[config.mk]
export PLATFORM = sky130hd
export DESIGN_NAME = alu_issue
export DESIGN_NICKNAME = d
export VERILOG_FILES = /design/src/rtl/alu_pkg.sv /design/src/rtl/issue_regfile.sv /design/src/rtl/alu_issue.sv
export SDC_FILE = /design/constraint.sdc
export NUM_CORES = 2
export LEC_CHECK = 0
export ABC_AREA = 0
export BUFFER_PORTS_ARGS = -buffer_cell sky130_fd_sc_hd__clkbuf_2
export CORE_ASPECT_RATIO = 0.9
export CORE_MARGIN = 2
export CORE_UTILIZATION = 55
export CTS_CLUSTER_DIAMETER = 80
export DETAILED_ROUTE_END_ITERATION = 8
export GPL_ROUTABILITY_DRIVEN = 0
export PLACE_DENSITY = 0.72
export SYNTH_ARGS = -nofsm -noshare
export SYNTH_HDL_FRONTEND = slang
export SYNTH_SLANG_ARGS = --single-unit
[constraint.sdc]
create_clock -name clk -period 7.2 [get_ports clk]
set_input_delay 0.72 -clock clk [delete_from_list [all_inputs] [get_ports clk]]
set_output_delay 0.72 -clock clk [all_outputs]
set_load 0.01 [all_outputs]
[src/rtl/alu_pkg.sv]
`default_nettype none
// +----------------------------------------------------------------------------+
// | alu_pkg                                                                    |
// | ALU opcode codes, RV64 decode fields and issue FSM states for alu_issue.   |
// | Revision: 1.0                                                              |
// +----------------------------------------------------------------------------+
package alu_pkg;

  localparam int ALU_OP_W = 11;

  localparam logic [ALU_OP_W-1:0] c_ALU_NOTHING   = 11'd0;
  localparam logic [ALU_OP_W-1:0] c_ALU_ADD       = 11'd1;
  localparam logic [ALU_OP_W-1:0] c_ALU_SUB       = 11'd2;
  localparam logic [ALU_OP_W-1:0] c_ALU_AND       = 11'd3;
  localparam logic [ALU_OP_W-1:0] c_ALU_OR        = 11'd4;
  localparam logic [ALU_OP_W-1:0] c_ALU_XOR       = 11'd5;
  localparam logic [ALU_OP_W-1:0] c_ALU_SLL       = 11'd6;
  localparam logic [ALU_OP_W-1:0] c_ALU_SRL       = 11'd7;
  localparam logic [ALU_OP_W-1:0] c_ALU_MUL       = 11'd8;
  localparam logic [ALU_OP_W-1:0] c_ALU_DIV       = 11'd9;
  localparam logic [ALU_OP_W-1:0] c_ALU_REM       = 11'd10;
  localparam logic [ALU_OP_W-1:0] c_ALU_SLT       = 11'd11;
  localparam logic [ALU_OP_W-1:0] c_ALU_ARTHRIGHT = 11'd12;

  localparam logic [6:0] c_RV_OP     = 7'b0110011;
  localparam logic [6:0] c_RV_OP_IMM = 7'b0010011;

  localparam logic [2:0] c_F3_ADD_SUB = 3'b000;
  localparam logic [2:0] c_F3_SLL     = 3'b001;
  localparam logic [2:0] c_F3_XOR     = 3'b100;
  localparam logic [2:0] c_F3_SRL     = 3'b101;
  localparam logic [2:0] c_F3_OR      = 3'b110;
  localparam logic [2:0] c_F3_AND     = 3'b111;
  localparam logic [2:0] c_F3_MUL     = 3'b000;
  localparam logic [2:0] c_F3_DIV     = 3'b100;
  localparam logic [2:0] c_F3_REM     = 3'b110;

  localparam logic [6:0] c_F7_BASE = 7'b0000000;
  localparam logic [6:0] c_F7_ALT  = 7'b0100000;
  localparam logic [6:0] c_F7_MEXT = 7'b0000001;

  typedef enum logic [1:0] {
    S_IDLE = 2'd0,
    S_EXEC = 2'd1,
    S_WB   = 2'd2
  } state_t;

  function automatic logic [63:0] sext12(input logic [11:0] imm);
    return {{52{imm[11]}}, imm};
  endfunction

endpackage
`default_nettype wire

[src/rtl/issue_regfile.sv]
`default_nettype none
// +----------------------------------------------------------------------------+
// | issue_regfile                                                              |
// | 32x64 register file, two async read ports, one write port, x0 hardwired.   |
// | Revision: 1.0                                                              |
// +----------------------------------------------------------------------------+
module issue_regfile (
  input  logic        clk,
  input  logic        rst,
  input  logic [4:0]  i_rs1_addr,
  input  logic [4:0]  i_rs2_addr,
  output logic [63:0] o_rs1_data,
  output logic [63:0] o_rs2_data,
  input  logic        i_we,
  input  logic [4:0]  i_wr_addr,
  input  logic [63:0] i_wr_data
);

  logic [63:0] r_regs [32];

  always_ff @(posedge clk) begin
    if (rst) begin
      for (int i = 0; i < 32; i++) r_regs[i] <= '0;
    end else if (i_we && (i_wr_addr != 5'd0)) begin
      r_regs[i_wr_addr] <= i_wr_data;
    end
  end

  assign o_rs1_data = (i_rs1_addr == 5'd0) ? 64'd0 : r_regs[i_rs1_addr];
  assign o_rs2_data = (i_rs2_addr == 5'd0) ? 64'd0 : r_regs[i_rs2_addr];

endmodule
`default_nettype wire

[src/rtl/alu_issue.sv]
`default_nettype none
// +----------------------------------------------------------------------------+
// | alu_issue                                                                  |
// | Single-issue RV64 integer decode/issue stage driving an external ALU.      |
// | Option macro: ALU_ISSUE_MEXT_EN (adds MUL/DIV/REM decode).                 |
// | Revision: 1.0                                                              |
// +----------------------------------------------------------------------------+
module alu_issue
  import alu_pkg::*;
#(
  parameter int EXEC_CYCLES = 1
) (
  input  logic               clk,
  input  logic               reset,
  input  logic               in_valid,
  output logic               in_ready,
  input  logic [31:0]        in_instr,
  output logic [10:0]        alu_opcode,
  output logic signed [63:0] alu_value1,
  output logic signed [63:0] alu_value2,
  output logic signed [31:0] alu_immediate,
  output logic [5:0]         alu_shamt,
  input  logic [63:0]        alu_result,
  output logic               retire_valid,
  output logic [4:0]         retire_rd,
  output logic [63:0]        retire_data,
  output logic               illegal
);

  localparam logic [3:0] c_COUNT_LOAD = 4'(EXEC_CYCLES - 1);

  state_t      r_state, w_state_nxt;
  logic [3:0]  r_count;
  logic [10:0] r_op;
  logic [63:0] r_v1, r_v2, r_data, r_bypass_data;
  logic [31:0] r_imm;
  logic [5:0]  r_shamt;
  logic [4:0]  r_rd;
  logic        r_bypass, r_illegal;

  logic [63:0] w_rs1_data, w_rs2_data, w_imm64, w_v1, w_v2, w_bypass_data;
  logic [10:0] w_op;
  logic [31:0] w_imm;
  logic [5:0]  w_shamt;
  logic        w_legal, w_bypass, w_accept;
  logic [11:0] w_imm12;

  assign w_imm12  = in_instr[31:20];
  assign w_imm64  = sext12(w_imm12);
  assign w_accept = in_valid && in_ready;

  issue_regfile u_regfile (
    .clk        (clk),
    .rst        (reset),
    .i_rs1_addr (in_instr[19:15]),
    .i_rs2_addr (in_instr[24:20]),
    .o_rs1_data (w_rs1_data),
    .o_rs2_data (w_rs2_data),
    .i_we       (r_state == S_WB),
    .i_wr_addr  (r_rd),
    .i_wr_data  (r_data)
  );

  always_comb begin
    w_legal       = 1'b0;
    w_bypass      = 1'b0;
    w_bypass_data = '0;
    w_op          = c_ALU_NOTHING;
    w_v1          = w_rs1_data;
    w_v2          = '0;
    w_imm         = '0;
    w_shamt       = '0;
    if (in_instr[6:0] == c_RV_OP) begin
      w_v2 = w_rs2_data;
      case (in_instr[31:25])
        c_F7_BASE: begin
          case (in_instr[14:12])
            c_F3_ADD_SUB: begin w_legal = 1'b1; w_op = c_ALU_ADD; end
            c_F3_XOR:     begin w_legal = 1'b1; w_op = c_ALU_XOR; end
            c_F3_OR:      begin w_legal = 1'b1; w_op = c_ALU_OR;  end
            c_F3_AND:     begin w_legal = 1'b1; w_op = c_ALU_AND; end
            c_F3_SLL, c_F3_SRL: begin
              w_legal = 1'b1;
              w_op    = (in_instr[14:12] == c_F3_SLL) ? c_ALU_SLL : c_ALU_SRL;
              w_v2    = '0;
              w_shamt = w_rs2_data[5:0];
            end
            default: ;
          endcase
        end
        c_F7_ALT: begin
          if (in_instr[14:12] == c_F3_ADD_SUB) begin
            w_legal = 1'b1;
            w_op    = c_ALU_SUB;
          end
        end
`ifdef ALU_ISSUE_MEXT_EN
        c_F7_MEXT: begin
          case (in_instr[14:12])
            c_F3_MUL: begin w_legal = 1'b1; w_op = c_ALU_MUL; end
            c_F3_DIV, c_F3_REM: begin
              w_legal = 1'b1;
              w_op    = (in_instr[14:12] == c_F3_DIV) ? c_ALU_DIV : c_ALU_REM;
              // Divide by zero never reaches the ALU; the RISC-V result is fixed.
              if (w_rs2_data == 64'd0) begin
                w_bypass      = 1'b1;
                w_bypass_data = (in_instr[14:12] == c_F3_DIV) ? '1 : w_rs1_data;
                w_op          = c_ALU_NOTHING;
                w_v1          = '0;
                w_v2          = '0;
              end
            end
            default: ;
          endcase
        end
`endif
        default: ;
      endcase
    end else if (in_instr[6:0] == c_RV_OP_IMM) begin
      w_v2  = w_imm64;
      w_imm = w_imm64[31:0];
      case (in_instr[14:12])
        c_F3_ADD_SUB: begin w_legal = 1'b1; w_op = c_ALU_ADD; end
        c_F3_XOR:     begin w_legal = 1'b1; w_op = c_ALU_XOR; end
        c_F3_OR:      begin w_legal = 1'b1; w_op = c_ALU_OR;  end
        c_F3_AND:     begin w_legal = 1'b1; w_op = c_ALU_AND; end
        c_F3_SLL, c_F3_SRL: begin
          w_legal = (w_imm12[11:6] == 6'd0);
          w_op    = (in_instr[14:12] == c_F3_SLL) ? c_ALU_SLL : c_ALU_SRL;
          w_v2    = '0;
          w_imm   = '0;
          w_shamt = w_imm12[5:0];
        end
        default: ;
      endcase
    end
  end

  always_ff @(posedge clk) begin
    if (reset) r_state <= S_IDLE;
    else       r_state <= w_state_nxt;
  end

  always_comb begin
    w_state_nxt   = r_state;
    in_ready      = 1'b0;
    alu_opcode    = c_ALU_NOTHING;
    alu_value1    = '0;
    alu_value2    = '0;
    alu_immediate = '0;
    alu_shamt     = '0;
    retire_valid  = 1'b0;
    retire_rd     = '0;
    retire_data   = '0;
    illegal       = 1'b0;
    case (r_state)
      S_IDLE:  if (w_accept && w_legal) w_state_nxt = S_EXEC;
      S_EXEC:  if (r_count == 4'd0) w_state_nxt = S_WB;
      S_WB:    w_state_nxt = S_IDLE;
      default: w_state_nxt = S_IDLE;
    endcase
    if (!reset) begin
      in_ready = (r_state == S_IDLE);
      illegal  = r_illegal;
      if (r_state == S_EXEC) begin
        alu_opcode    = r_op;
        alu_value1    = r_v1;
        alu_value2    = r_v2;
        alu_immediate = r_imm;
        alu_shamt     = r_shamt;
      end
      if (r_state == S_WB) begin
        retire_valid = 1'b1;
        retire_rd    = r_rd;
        retire_data  = r_data;
      end
    end
  end

  always_ff @(posedge clk) begin
    if (reset) begin
      r_count       <= '0;
      r_op          <= c_ALU_NOTHING;
      r_v1          <= '0;
      r_v2          <= '0;
      r_imm         <= '0;
      r_shamt       <= '0;
      r_rd          <= '0;
      r_data        <= '0;
      r_bypass      <= 1'b0;
      r_bypass_data <= '0;
      r_illegal     <= 1'b0;
    end else begin
      r_illegal <= w_accept && !w_legal;
      case (r_state)
        S_IDLE: begin
          if (w_accept && w_legal) begin
            r_count       <= c_COUNT_LOAD;
            r_op          <= w_op;
            r_v1          <= w_v1;
            r_v2          <= w_v2;
            r_imm         <= w_imm;
            r_shamt       <= w_shamt;
            r_rd          <= in_instr[11:7];
            r_bypass      <= w_bypass;
            r_bypass_data <= w_bypass_data;
          end
        end
        S_EXEC: begin
          if (r_count == 4'd0) r_data <= r_bypass ? r_bypass_data : alu_result;
          else                 r_count <= r_count - 4'd1;
        end
        default: ;
      endcase
    end
  end

endmodule
`default_nettype wire

---- After elaboration in Yosys (flattened, before gate mapping) ----
Memories as Yosys holds them, arrays and structs flattened.
Cells that the tools add are included.
Widths: inputs -> output; s select.
word-level totals
  memory bits (writable) .................. 2048
  register bits ........................... 253
  memories ................................ 1
  bits of input ports ..................... 99
  output and inout port bits .............. 249
  word-level logic and storage cells ...... 106
cells by class
  reductions and logical operators ........ 22
  muxes and demuxes ....................... 59
  equality and inequality tests ........... 13
  $add $sub $neg .......................... 1
memories
  name              depth  bits a word  read ports  clocked after memory_dff  wr ports  RTL line             source
  u_regfile.r_regs  32     64           2           0                         32        issue_regfile.sv:19  logic [63:0] r_regs [32];
operator list
  operator            count
  $mux 64             14
  $mux 32             5
  $reduce_or 64->1    1
  $mux 11             4
  $mux 6              7
  $mux 1              15
  $mux 5              3
  $pmux 3 s5          1
  $eq 7x6->1 const B  2
  $eq 3x3->1 const B  4
  $logic_not 5->1     2
  $mux 4              2
  $pmux 4 s2          1
  $eq 7x5->1 const B  1
  $logic_not 7->1     1
  $logic_not 6->1     1
  $mux 2              3
  $ne 2x2->1 const B  3
  $pmux 3 s2          1
  $reduce_and 2->1    3
  $reduce_or 6->1     1
  $reduce_bool 5->1   1
  $logic_and 1x1->1   4
  $logic_not 4->1     1
  other kinds (13)    14

---- Depth between registers and ports, before layout ----
  word-level depth ........................ 8
  depth in mapped cells ................... 10
  depth with buffers taken out ............ 7

---- Modules after synthesis ----
Synthesis repeated with hierarchy kept, for this count alone.
unflattened totals
  cell total of the unflattened synthesis .. 8200
  area, all modules ....................... 118605.0 µm²
by module, submodules not included
  module         times used  cells each  area each (µm²)  sequential area each (µm²)
  issue_regfile  1           6877        108237.6         61499.0
  alu_issue      1           1323        10367.4          4504.3

---- Worst setup path before layout ----
Ideal clock, no wire load.
  path kind ............................... input port to flip-flop
  start point ............................. input port reset
  end point ............................... memory u_regfile.r_regs[23][0] (enable)
  data arrival time ....................... 6136 ps
  slack ................................... 489 ps
  data required time ...................... 6625 ps
  path buffers ............................ 1
  stages on the path ...................... 5
  setup time .............................. 575 ps
  path through ............................ nor3b_2 and2_1 nand2_2 buf_2 o21ai_0
RTL lines
  item             RTL line             source
  start, declared  alu_issue.sv:14      input logic reset,
  end, declared    issue_regfile.sv:19

==> results.txt <==
The clock latency of the later-clocked register in the worst-skew pair is 910 ps, and the buffer levels on the longest clock path is 3. The hold violation count in the final report came out at 0. In the global route stage, overall resource usage came out at 39.8%. The flow ran to the end, but the final reports show violations. The detailed-routing iteration count for the pre-antenna-repair pass was 8; the cell total after placement was 11316. In this run the worst path has a maximum fanout of 40. The number of cells produced by synthesis came out at 8734. The initial antenna violation count is 48. The filler cells instantiated in the layout total 15959. In this run the static leakage power is 48.1 nW. For the finished layout, the period the worst path requires is 4660 ps.

The iteration-0 DRC count of the detailed router was 16869. Walking the worst path, the cells encountered are nor3b_4 -> buf_4 -> and2_1 -> nand2_2 -> nor2_4 -> buf_4 -> and2_1. The worst stage delay on the critical path is 1260 ps, and the worst setup skew after layout is 44.8 ps. The run gives 9.3% as the combinational share of power. The run gives 55.5% as the initial cell density of the core. The area added between synthesis and finish came out at 10.4%. The tools report the top-level I/O count as 348. At the placement stage, the worst setup path has a slack of 2190 ps.

The tools report the headroom to the max-slew limit as -2.44%. The maximum number of pins on one net before global-route repair is 128. The die covers 0.217 mm2. The run gives 1 as the post-detailed-route count of antenna-violating nets. Global routing finished with a remaining overflow of 0. Number of buffers added by the clock tree synthesis step: 228. The critical path in this run is classified as register to register. The category of the worst setup path capture point was a register. Clock root buffer: clkbuf_16.

Across the run, the number of max-cap violations was 2. At the pin with the least slew margin, the transition time is 1530 ps. Register share of total power: 50.3%. For the required time of the critical path, the log shows 7940 ps. The net switching power of the design was 7.36 mW.

The largest total area in the synthesized netlist belongs to edfxtp_1. The cell with the largest stage delay on the worst path was nor2_4. The final reports fail on antenna rules, capacitance limit, slew limit. At the end of the flow, the number of nets in the layout was 8813.

Static timing analysis puts the maximum clock frequency at 214 MHz. The final layout contains routed wiring with a total length of 443 mm. In this run the number of H-tree levels came out at 4. The die is 443 um tall. Port buffering added 339 buffers.

Predominant post-synthesis flop cell: edfxtp_1. Once layout is complete, the cells apart from fillers number 11779. The detailed router placed 84280 vias in this run. The setup check on the worst reg-to-reg path leaves a slack of 2540 ps. The first global-routing pass estimated 612 mm of wire. The final clock period utilization by the worst path works out to 64.8%. STA classifies the critical path startpoint as a register. The post-route netlist has 20.4% of its cells at a drive strength greater than 1. TritonCTS built the clock tree. The mean instance size in the synthesized netlist works out to 13.5 um2. The share of the Yosys chip area taken by registers is 56.1%. The total power consumption of the routed design is 29.9 mW, and the max-slew violation total from the final report is 105. Across all setup checks in the final design, the least slack found is 2540 ps. The portion of synthesized cell area occupied by the leading cell type is 52.3%.

Measured along the x axis, the die boundary spans 491 um. The row count is 160, and the post-DP HPWL is 262 mm. The run gives 22.5 mW as the cell-internal power. The region available for standard cell placement spans 0.212 mm2. The share of total power dissipated in the clock network is 40.4%. Counting distinct cell types in the post-synthesis netlist gives 69. After synthesis, the cell types taking the most area are edfxtp_1 (52%), and2_1 (12%), mux4_2 (10%), mux2i_1 (6.5%), dfxtp_1 (3.8%). After clock tree synthesis, the clock-pin slew on the worst setup and hold paths is 60 ps. The synthesized design contains 2048 enable-type register cells. The run gives 0 as the number of setup violations in the final report.

The tools report the count of hold buffers inserted by post-cts repair as 2. After synthesis the netlist holds a flip-flop and latch count of 2273. Across the VDD grid, the largest voltage drop is 0.208 mV.

The tools report the number of global-route vias before repair as 81192. Setup repair after global routing left no endpoint under its margin. In this run the post-CTS setup repair buffer count came out at 0. The switching part of the total power is 24.7%. Of all flip-flops after synthesis, the portion carrying an async set or reset was 0%. Adding up every negative setup slack in the final design gives 0 ps. In the routed layout, each cell is associated on average with a via count of 7.16. The post-synthesis instance area is 0.118 mm2, and the average wire per cell in the routed design is 37.6 um. Summing all multi-input logic gate instances after layout gives 0.0486 mm2. In the final layout, flip-flops and latches occupy 0.0660 mm2.

For this run, the number of Yosys warnings is 0. Power spread over the standard cell area amounts to 230 mW/mm2. Data arrives at the worst endpoint at 5400 ps.

In the routed design, unresolved DRC markers number 0. For the number of sinks on the clock net, the log shows 2273. The path class of the tightest hold or removal check is primary input to register. The post-CTS resize count is 0.
## power groups by stage
stage | clock network (mW) | logic, mW | registers, mW
5_1_grt | 12.5 | 2.80 | 15.0
6_report | 12.1 | 2.78 | 15.0
4_1_cts | 12.0 | 2.68 | 15.0
3_3_place_gp | 0 | 2.64 | 15.2
2_1_floorplan | 0 | 1.64 | 15.3
3_5_place_dp | 0 | 2.66 | 15.3
## layer usage
layer,global-route usage [%],routed length (um),up-vias
met5,0,112,-
met4,23.0,30700,16
met3,13.7,72200,1534
met2,57.3,188000,7778
met1,52.6,152000,42122
li1,-,-,32830
## cells in the mapped netlist, types with 6 or more instances
cell type / instances
a22o_1: 118
edfxtp_1: 2048
and4_1: 11
a222oi_1: 6
clkbuf_1: 636
buf_4: 67
nor4_1: 11
a211oi_1: 19
nand3_1: 132
buf_1: 29
a31oi_1: 54
nor2b_1: 15
and2_1: 2204
dfxtp_1: 225
nand2b_1: 12
a221oi_1: 53
mux2i_1: 766
a32oi_1: 13
nand2_1: 205
nor3_1: 118
o2bb2ai_1: 37
inv_1: 8
mux4_2: 543
nand4_1: 19
nor2_2: 7
and3_1: 56
nor2_1: 59
o21ai_0: 104
or2_2: 6
buf_6: 8
a21oi_1: 87
a22oi_1: 416
mux2_2: 222
buf_2: 187
o211ai_1: 14
o22ai_1: 161
## path summary, 6_finish.rpt
| check | start | endpoint | cells past startpoint |
|---|---|---|---|
| worst max-delay path | r_state[1] | u_regfile.r_regs[3][48] | 7 |
| worst min-delay path | alu_result[40] | r_data[40] | 3 |
| worst max register to register | r_state[1] | u_regfile.r_regs[3][48] | 7 |
| worst min register to register | r_data[40] | r_data[40] | 2 |
## state kept, by name, indices dropped and copies added, names as in the netlist
signal / count
u_regfile.r_regs: 2048
r_data: 64
r_v1: 64
r_v2: 64
r_imm: 12
r_shamt: 6
r_rd: 5
r_count: 4
r_op: 3
r_state: 2
r_illegal: 1
## logic make-up after synthesis
logic type / Yosys count / share of synthesized area [%]
AND/OR/NAND/NOR: 2894 / 14.7
flip-flops: 2273 / 56.1
multiplexers: 1531 / 19.0
AO/OA/AOI/OAI: 1096 / 6.63
buffers and inverters: 936 / 3.45
XOR/XNOR: 2 / 0.0149
adder cells (fa/ha/maj): 1 / 0.0106
other: 1 / 0.00319
## placed cells by master (no fill, tap or decap), types with 54 or more instances in the layout
cell type  Yosys  final
dfxtp_1      225    224
and3_1        56     54
mux4_2       543    543
mux2i_1      766    766
nand2_1      205    203
o22ai_1      161    161
a31oi_1       54     54
a22oi_1      416    416
clkbuf_2       0    336
a22o_1       118    118
nor3_1       118    118
o21ai_0      104     73
and2_1      2204   2203
buf_4         67    233
a21oi_1       87     87
mux2_2       222    222
edfxtp_1    2048   2048
nand3_1      132    131
clkbuf_16      0    230
conb_1         1     72
## cell type report
type / count / area share (%)
clock buffers: 300 / 4.75
multi-input cells: 5596 / 37.4
well taps: 2835 / 2.73
diodes: 34 / 0.0655
repair buffers: 605 / 3.19
flip-flops and latches: 2273 / 50.8
inverters: 9 / 0.0299
clock inverters: 127 / 0.973
## worst max-delay path: cells and delay by family (launching register included)
| family | cells | cell delay (ps) |
|---|---|---|
| buffers and inverters | 2 | 1130 |
| flip-flops | 1 | 430 |
| AND/OR/NAND/NOR | 5 | 2850 |
## through the flow
stage	area [um2]	util [%]	hold slack [ps]
after global routing	130000	61.3	27.0
after floorplan	118000	-	424
after global placement	122000	57.7	441
after CTS	130000	61.3	0.276
final	130000	61.3	36.0
after detailed placement	122000	57.7	443
No activity file was read; power rests on OpenSTA's default activity.
